--- config.mk ---
export PLATFORM = sky130hd
export DESIGN_NAME = fifo_playback_reader
export DESIGN_NICKNAME = d
export VERILOG_FILES = /design/src/rtl/daw_pkg.sv /design/src/rtl/pulse_delay.sv /design/src/rtl/fifo_playback_reader.sv
export SDC_FILE = /design/constraint.sdc
export NUM_CORES = 1
export LEC_CHECK = 0
export CAP_MARGIN = 10
export CORE_UTILIZATION = 51
export DETAILED_ROUTE_END_ITERATION = 12
export GPL_ROUTABILITY_DRIVEN = 1
export PLACE_DENSITY = 0.85
export RECOVER_POWER = 100
export SLEW_MARGIN = 20
export SYNTH_ARGS = -nofsm -noshare
export SYNTH_HDL_FRONTEND = slang
export SYNTH_SLANG_ARGS = --single-unit
export TNS_END_PERCENT = 30
--- constraint.sdc ---
create_clock -name clk -period 5.1 [get_ports clk]
set_input_delay 0.765 -clock clk [delete_from_list [all_inputs] [get_ports clk]]
set_output_delay 0.765 -clock clk [all_outputs]
set_load 0.05 [all_outputs]
--- src/rtl/daw_pkg.sv ---
// Shared types and constants for the sample playback path.
package daw_pkg;

  localparam int SAMPLE_WIDTH  = 16;
  localparam int DEFAULT_DEPTH = 512;

  typedef enum logic [1:0] {
    READY  = 2'd0,
    ISSUE  = 2'd1,
    SETTLE = 2'd2
  } reader_state_t;

  // Bits needed to hold an occupancy count of 0..depth inclusive.
  function automatic int level_width(input int depth);
    return $clog2(depth + 1);
  endfunction

  typedef logic [$clog2(DEFAULT_DEPTH + 1)-1:0] level_t;

endpackage

--- src/rtl/pulse_delay.sv ---
// N-stage single-bit delay line with synchronous reset.
module pulse_delay #(
  parameter int N = 3
) (
  input  logic clk,
  input  logic rst,
  input  logic din,
  output logic dout
);

  logic [N-1:0] shift_q, shift_d;

  always_comb begin
    shift_d    = shift_q << 1;
    shift_d[0] = din;
  end

  always_ff @(posedge clk) begin
    if (rst) shift_q <= '0;
    else     shift_q <= shift_d;
  end

  assign dout = shift_q[N-1];

endmodule

--- src/rtl/fifo_playback_reader.sv ---
// Read-side controller for the sample FIFO: one sample per tick, silence on underrun.
// Optional build macro FIFO_READER_PRIME_EN holds playback until the FIFO is half full.
//
// state  | meaning
// READY  | idle, waiting for a tick (or a pending one)
// ISSUE  | fifo_rd high for one cycle, level decremented
// SETTLE | waiting RD_LATENCY+1 cycles for the next head word on fifo_dout
module fifo_playback_reader
  import daw_pkg::*;
#(
  parameter int WIDTH      = SAMPLE_WIDTH,
  parameter int DEPTH      = DEFAULT_DEPTH,
  parameter int RD_LATENCY = 2
) (
  input  logic                       clk,
  input  logic                       rst,
  input  logic                       sample_tick,
  input  logic                       wr_mon,
  input  logic [WIDTH-1:0]           fifo_dout,
  output logic                       fifo_rd,
  output logic [WIDTH-1:0]           sample_out,
  output logic                       sample_valid,
  output logic [$clog2(DEPTH+1)-1:0] level,
  output logic                       underrun,
  output logic                       overflow
);

  localparam int LW = level_width(DEPTH);
  localparam int CW = $clog2(RD_LATENCY + 2);
  localparam logic [LW-1:0] LVL_FULL    = LW'(DEPTH);
  localparam logic [CW-1:0] SETTLE_LOAD = CW'(RD_LATENCY + 1);

  reader_state_t    state_q, state_d;
  logic [CW-1:0]    cnt_q, cnt_d;
  logic             pending_q, pending_d;
  logic             fifo_rd_q, fifo_rd_d;
  logic [WIDTH-1:0] sample_out_q, sample_out_d;
  logic             sample_valid_q, sample_valid_d;
  logic [LW-1:0]    level_q, level_d;
  logic             underrun_q, underrun_d;
  logic             overflow_q, overflow_d;
  logic             wr_mon_q;
  logic             wr_rise, wr_vis, rd_issue, priming;

  assign wr_rise  = wr_mon & ~wr_mon_q;
  assign rd_issue = (state_q == ISSUE);

  // Writes are counted only once the word is guaranteed settled on fifo_dout.
  pulse_delay #(.N(RD_LATENCY + 1)) u_wr_vis (
    .clk  (clk),
    .rst  (rst),
    .din  (wr_rise),
    .dout (wr_vis)
  );

`ifdef FIFO_READER_PRIME_EN
  localparam logic [LW-1:0] LVL_HALF = LW'(DEPTH / 2);
  logic prime_q, prime_d;

  assign priming = prime_q && (level_q < LVL_HALF);
  assign prime_d = priming || underrun_d;

  always_ff @(posedge clk) begin
    if (rst) prime_q <= 1'b1;
    else     prime_q <= prime_d;
  end
`else
  assign priming = 1'b0;
`endif

  always_comb begin
    level_d    = level_q;
    overflow_d = 1'b0;
    if (wr_vis && !rd_issue) begin
      if (level_q == LVL_FULL) overflow_d = 1'b1;
      else                     level_d    = level_q + 1'b1;
    end else if (rd_issue && !wr_vis) begin
      level_d = level_q - 1'b1;
    end
  end

  always_comb begin
    state_d        = state_q;
    cnt_d          = cnt_q;
    pending_d      = pending_q;
    fifo_rd_d      = 1'b0;
    sample_out_d   = sample_out_q;
    sample_valid_d = 1'b0;
    underrun_d     = 1'b0;

    // Busy: keep one tick in reserve, drop anything beyond that.
    if (state_q != READY && sample_tick) begin
      if (pending_q) underrun_d = 1'b1;
      else           pending_d  = 1'b1;
    end

    case (state_q)
      READY: begin
        if (sample_tick || pending_q) begin
          pending_d      = pending_q && sample_tick;
          sample_valid_d = 1'b1;
          if (priming) begin
            sample_out_d = '0;
          end else if (level_q != '0) begin
            sample_out_d = fifo_dout;
            fifo_rd_d    = 1'b1;
            state_d      = ISSUE;
          end else begin
            sample_out_d = '0;
            underrun_d   = 1'b1;
          end
        end
      end
      ISSUE: begin
        cnt_d   = SETTLE_LOAD;
        state_d = SETTLE;
      end
      SETTLE: begin
        cnt_d = cnt_q - 1'b1;
        if (cnt_q == CW'(1)) state_d = READY;
      end
      default: state_d = READY;
    endcase
  end

  always_ff @(posedge clk) begin
    if (rst) begin
      state_q        <= READY;
      cnt_q          <= '0;
      pending_q      <= 1'b0;
      fifo_rd_q      <= 1'b0;
      sample_out_q   <= '0;
      sample_valid_q <= 1'b0;
      level_q        <= '0;
      underrun_q     <= 1'b0;
      overflow_q     <= 1'b0;
      wr_mon_q       <= 1'b0;
    end else begin
      state_q        <= state_d;
      cnt_q          <= cnt_d;
      pending_q      <= pending_d;
      fifo_rd_q      <= fifo_rd_d;
      sample_out_q   <= sample_out_d;
      sample_valid_q <= sample_valid_d;
      level_q        <= level_d;
      underrun_q     <= underrun_d;
      overflow_q     <= overflow_d;
      wr_mon_q       <= wr_mon;
    end
  end

  assign fifo_rd      = fifo_rd_q;
  assign sample_out   = sample_out_q;
  assign sample_valid = sample_valid_q;
  assign level        = level_q;
  assign underrun     = underrun_q;
  assign overflow     = overflow_q;

endmodule

==> results of run 1 <==
cell families (layout without fill, tap and decap cells):
| family | count (synthesis) | in the layout | synth area share |
|---|---|---|---|
| multiplexers | 1 | 1 | 0.00553 |
| AND/OR/NAND/NOR | 71 | 71 | 0.194 |
| buffers and inverters | 15 | 67 | 0.0318 |
| flip-flops | 39 | 39 | 0.432 |
| AO/OA/AOI/OAI | 56 | 56 | 0.219 |
| XOR/XNOR | 5 | 5 | 0.0242 |
| adder cells (fa/ha/maj) | 13 | 13 | 0.0941 |
cells in the mapped netlist (all sizes together):
| cell type | count | area share |
|---|---|---|
| a211o | 1 | 0.0055 |
| a211oi | 3 | 0.012 |
| a21bo | 1 | 0.0055 |
| a21boi | 2 | 0.010 |
| a21o | 2 | 0.0090 |
| a21oi | 10 | 0.030 |
| a22oi | 17 | 0.071 |
| a31oi | 2 | 0.010 |
| and3 | 2 | 0.0076 |
| and4b | 1 | 0.0055 |
| buf | 1 | 0.0028 |
| clkbuf | 6 | 0.012 |
| dfxtp | 39 | 0.43 |
| fa | 1 | 0.011 |
| ha | 12 | 0.083 |
| inv | 8 | 0.017 |
| mux2i | 1 | 0.0055 |
| nand2 | 11 | 0.023 |
| nand2b | 3 | 0.010 |
| nand3 | 5 | 0.014 |
| nand3b | 1 | 0.0042 |
| nand4 | 2 | 0.0069 |
| nor2 | 29 | 0.060 |
| nor2b | 6 | 0.021 |
| nor3 | 5 | 0.014 |
| nor3b | 1 | 0.0042 |
| nor4 | 2 | 0.010 |
| o211ai | 2 | 0.0083 |
| o21a | 5 | 0.021 |
| o21ai | 7 | 0.019 |
| o22ai | 2 | 0.0069 |
| o32a | 1 | 0.0055 |
| o41ai | 1 | 0.0048 |
| or2 | 1 | 0.0035 |
| or3 | 1 | 0.0042 |
| or4b | 1 | 0.0055 |
| xnor2 | 5 | 0.024 |
final timing paths:
path | startpoint | endpoint | depth (start not counted)
worst min register to register | wr_mon_q | u_wr_vis.shift_q[0] | 1
worst min-delay path | wr_mon_q | u_wr_vis.shift_q[0] | 1
worst max register to register | state_q[1] | level[7] | 9
worst max-delay path | state_q[1] | level[7] | 9
area by class of cell:
cell class | count | share of cell area
Clock inverter | 3 | 0.0181
Tap cell | 46 | 0.0238
Timing Repair Buffer | 51 | 0.208
Sequential cell | 39 | 0.323
Clock buffer | 5 | 0.0155
Multi-Input combinational cell | 146 | 0.399
Inverter | 8 | 0.0124
routing by layer:
metal / part of all wire / track usage / vias up / wire, µm
met3: 0.041 / 0.0693 / 4 / 165
met5: 0 / 0 / - / 0
met2: 0.46 / 0.352 / 37 / 1840
met1: 0.49 / 0.301 / 745 / 1940
met4: 0.011 / 0.0857 / 0 / 42
li1: - / - / 818 / -
power breakdown:
group / internal, mW / switching [mW]
combinational: 0.428 / 0.710
clock: 0.103 / 0.106
sequential: 0.404 / 0.0716
total: 0.935 / 0.888
flip-flops by register name, summed over array words and instances (netlist names), 2 cells and up:
register and flops:
sample_out 16, u_wr_vis.shift_q 3, state_q 2, level 10
cnt_q 2
worst register-to-register path, cell delays in order, from the launching register on:
cell	delay, ns
dfxtp_1	0.38
inv_1	0.07
ha_1	0.21
nand2b_1	0.37
ha_1	0.48
a21o_1	0.23
a31oi_1	0.31
a21oi_2	0.10
or4b_1	0.48
and3_1	0.19
==> metrics.cfg, run 1 <==
[outcome]
status = finished, violations left
violations = max-capacitance violations, max-slew violations

[route]
vias_per_cell = 5.38
ant_nets = 0
vias = 1604
wl_per_cell_um = 13.4
drt_pre_antenna_iters = 4
first_iter_violations = 70
wirelength_mm = 3.99
drc = 0

[placement]
post-dp-hpwl_mm = 2.82
pre_cts_slack_ns = 2.31
placed_area_um2 = 2340
io_buffers = 49
dp.cells = 290
gp_congestion = 0.780

[die]
start_util = 0.538
io_pins = 50
core_um2 = 3360
dieArea_um2 = 3790
die_w_um = 61.6
die_h_um = 61.6
rows = 21

[setup_path]
worst_path_max_delay_cell = ha_1
worstPathArrival_ns = 3.18
path_class = reg -> reg
crit_top_cell = ha_1
critPathMaxStageDelay_ns = 0.48
reg2reg_slack_ns = 2.18
crit_required_ns = 5.36
cp_max_fo = 11
cp_cell_sequence = inv_1 -> ha_1 -> nand2b_1 -> ha_1 -> a21o_1 -> a31oi_1 -> a21oi_2 -> or4b_1 -> and3_1
critPathCaptureType = register
crit_family = simple AND/OR/NAND/NOR gates
crit_buf_inv = 1
start_kind = register

[synth]
yosysUniqueCellTypes = 43
synth_nets = 233
ys_ff_latch = 39
syn_avg_cell_area_um2 = 9.05
ys_warn_count = 0
netlist_instances = 200
syn_area_um2 = 1810
ys_seq_area_frac = 0.432

[power]
p_total_mw = 1.82
ir_drop_v = 0.000464
powerDensity_nw_per_um2 = 755
leakage_nw = 1.03

[sta]
max_freq_ghz = 0.342
post-route-min-period_ns = 2.92
grt_setup_unrepaired = false
finalSetupTns_ns = 0
worst_pin_slew_ns = 1.64
slew_viol_final = 40
layout_setup_ws_ns = 2.18
skew_ns = 0.0100
finalHoldViolCount = 0
slew_headroom = -0.0959
fin_hold_ws_ns = 0.415
setup_violations = 0
fin_crit_sh = 0.573

[clocking]
clockBufferDepth = 2
cts-buffers-inserted = 5
clock_latency_ns = 0.35
cts_tree = done
cts_max_level = 2
clock-sinks = 39
cts_root_buf = clkbuf_4
cts_resized = 0
hold_buffers = 0
clk_pin_slew_ns = 0.12
cts_post_setup_buffers_inserted = 0

[final_layout]
instances_no_fill = 298
synthToLayoutAreaGrowth_pct = 33.5
final_common_cell = dfxtp_1
n_antenna_cell = 0
final_util = 0.718
regArea_um2 = 781
final_area_um2 = 2420
final_cell_mix = 39 x dfxtp_1, 31 x dlygate4sd3_1, 29 x nor2_1
final_nets = 284
nFillCells = 287
multi_input_area_um2 = 965
drive_gt1_frac = 0.0675

[flow_run]
cap_violations = 1

[global_route]
grt.overflow.total = 0
track_usage = 0.228
grt_first_pass_wirelength_mm = 6.29
antenna_found_initial = 0
grt_max_degree = 40
grt_pass1_vias = 1413

[worst_hold_path]
min_path_type = reg -> reg

(Power assumes the default switching activity.)
==> inputs of run 2 (changes only) <==
CORE_UTILIZATION = 47   (was 51)
PLACE_DENSITY = 0.79   (was 0.85)
clock period = 2.9 ns   (was 5.1 ns; I/O delays follow)
==> metrics.cfg, run 2 (synthesis gave the netlist of run 1 again) <==
[setup_path]
critical_path.reg2reg.endpoint = level[7]
worst_path_max_delay_cell = or4b_1
crit_top_cell = ha_1
critPathMaxStageDelay_ns = 0.46
rr_startpoint = state_q[1]
cp_cell_sequence = inv_1 -> ha_1 -> nand2b_1 -> clkbuf_1 -> ha_1 -> a21o_1 -> a31oi_2 -> a21oi_2 -> or4b_1 -> and3_1
r2r_cells = 10
start_kind = register
critPathCaptureType = register
worstPathArrival_ns = 2.82
reg2reg_slack_ns = 0.28
cp_max_fo = 7
crit_buf_inv = 2
crit_required_ns = 3.09
crit_family = simple AND/OR/NAND/NOR gates
path_depth = 10
path_class = reg -> reg

[placement]
placed_area_um2 = 2350
post-dp-hpwl_mm = 2.75
gp_congestion = 0.937
dp.cells = 293
io_buffers = 49

[sta]
skew_ns = 0.00622
finalHoldViolCount = 0
grt_setup_unrepaired = false
fin_crit_sh = 0.905
finalSetupTns_ns = 0
setup_violations = 0
fin_hold_ws_ns = 0.388
max_freq_ghz = 0.381
worst_pin_slew_ns = 1.64
slew_headroom = -0.0903
post-route-min-period_ns = 2.62
slew_viol_final = 40

[route]
first_iter_violations = 88
drt_pre_antenna_iters = 4
vias_per_cell = 5.29
vias = 1591
ant_nets = 0
drc = 0
wirelength_mm = 3.87
wl_per_cell_um = 12.8

[outcome]
violations = max-capacitance violations, max-slew violations
status = finished, violations left

[clocking]
clk_pin_slew_ns = 0.08
clock_latency_ns = 0.29
cts_resized = 0
clockBufferDepth = 2
hold_buffers = 0
cts_max_level = 2
clock-sinks = 39
cts_post_setup_buffers_inserted = 0
cts_tree = done
cts_root_buf = clkbuf_8
cts-buffers-inserted = 5

[power]
powerDensity_nw_per_um2 = 1310
leakage_nw = 1.03
ir_drop_v = 0.000794

[global_route]
grt.overflow.total = 0
grt_max_degree = 40
antenna_found_initial = 0
grt_first_pass_wirelength_mm = 6.65
grt_pass1_vias = 1502
track_usage = 0.211

[die]
core_um2 = 3690
dieArea_um2 = 4100
start_util = 0.491
io_pins = 50
rows = 22
die_w_um = 64.0
die_h_um = 64.0

[worst_hold_path]
worstHoldStart = wr_mon_q
hold_end = u_wr_vis.shift_q[0]
min_path_cells = 1
min_path_type = reg -> reg

[final_layout]
drive_gt1_frac = 0.0711
instances_no_fill = 301
n_antenna_cell = 0
final_nets = 285
final_common_cell = dfxtp_1
largest_reg_flops = 16
synthToLayoutAreaGrowth_pct = 34.6
final_util = 0.660
final_cell_mix = 39 x dfxtp_1, 31 x dlygate4sd3_1, 28 x nor2_1
final_area_um2 = 2430

[flow_run]
cap_violations = 1

run 2: cell types whose count changed in the layout (fill, tap and decap cells not counted), sizes merged:
cell and change:
bufinv -1, clkbuf +2, clkinv -1, clkinvlp +1
run 2: worst max-delay path by stage:
stage | startpoint | end | slack (ns)
floorplan | state_q[1] | level[7] | 0.41
global placement | state_q[1] | level[7] | 0.45
detailed placement | state_q[1] | level[7] | 0.37
CTS | state_q[1] | level[7] | 0.36
global route | state_q[1] | level[7] | 0.09
finish | state_q[1] | level[7] | 0.28
run 2: cell type report:
type	count	area [µm²]
well taps	48	60.1
multi-input cells	146	973
clock buffers	6	72.6
repair buffers	52	505
clock inverters	2	12.5
fillers	314	1250
flip-flops and latches	39	781
inverters	8	30.0
run 2: per-layer routing:
| metal | track usage | share of wire |
|---|---|---|
| met5 | 0 | 0 |
| met4 | 0.0767 | 0.0065 |
| met3 | 0.0786 | 0.059 |
| met2 | 0.314 | 0.44 |
| met1 | 0.277 | 0.49 |
run 2: report_power, final:
part           leakage [nW]  internal, mW  switching (mW)  total (mW)
registers             0.320         0.712           0.124       0.835
clock network        0.0412         0.168           0.191       0.359
logic                 0.669         0.758            1.25        2.01
total                  1.03          1.64            1.56        3.20
run 2: through the flow:
stage	setup slack [ns]	total power, mW
finish	0.275	3.20
global route	0.0936	3.44
CTS	0.357	3.27
detailed placement	0.367	2.89
global placement	0.448	2.89
floorplan	0.411	2.37
run 2: worst register-to-register path, delay by kind of cell (launching register included):
family | cells | cell delay, ns
AO/OA/AOI/OAI | 3 | 0.52
adder cells (fa/ha/maj) | 2 | 0.47
buffers and inverters | 2 | 0.31
flip-flops | 1 | 0.35
AND/OR/NAND/NOR | 3 | 0.88
==> inputs of run 3 (changes only) <==
CAP_MARGIN = default   (was 10)
==> results of run 3 <==
Final layout, timing and power as in run 2 (identical DEF).
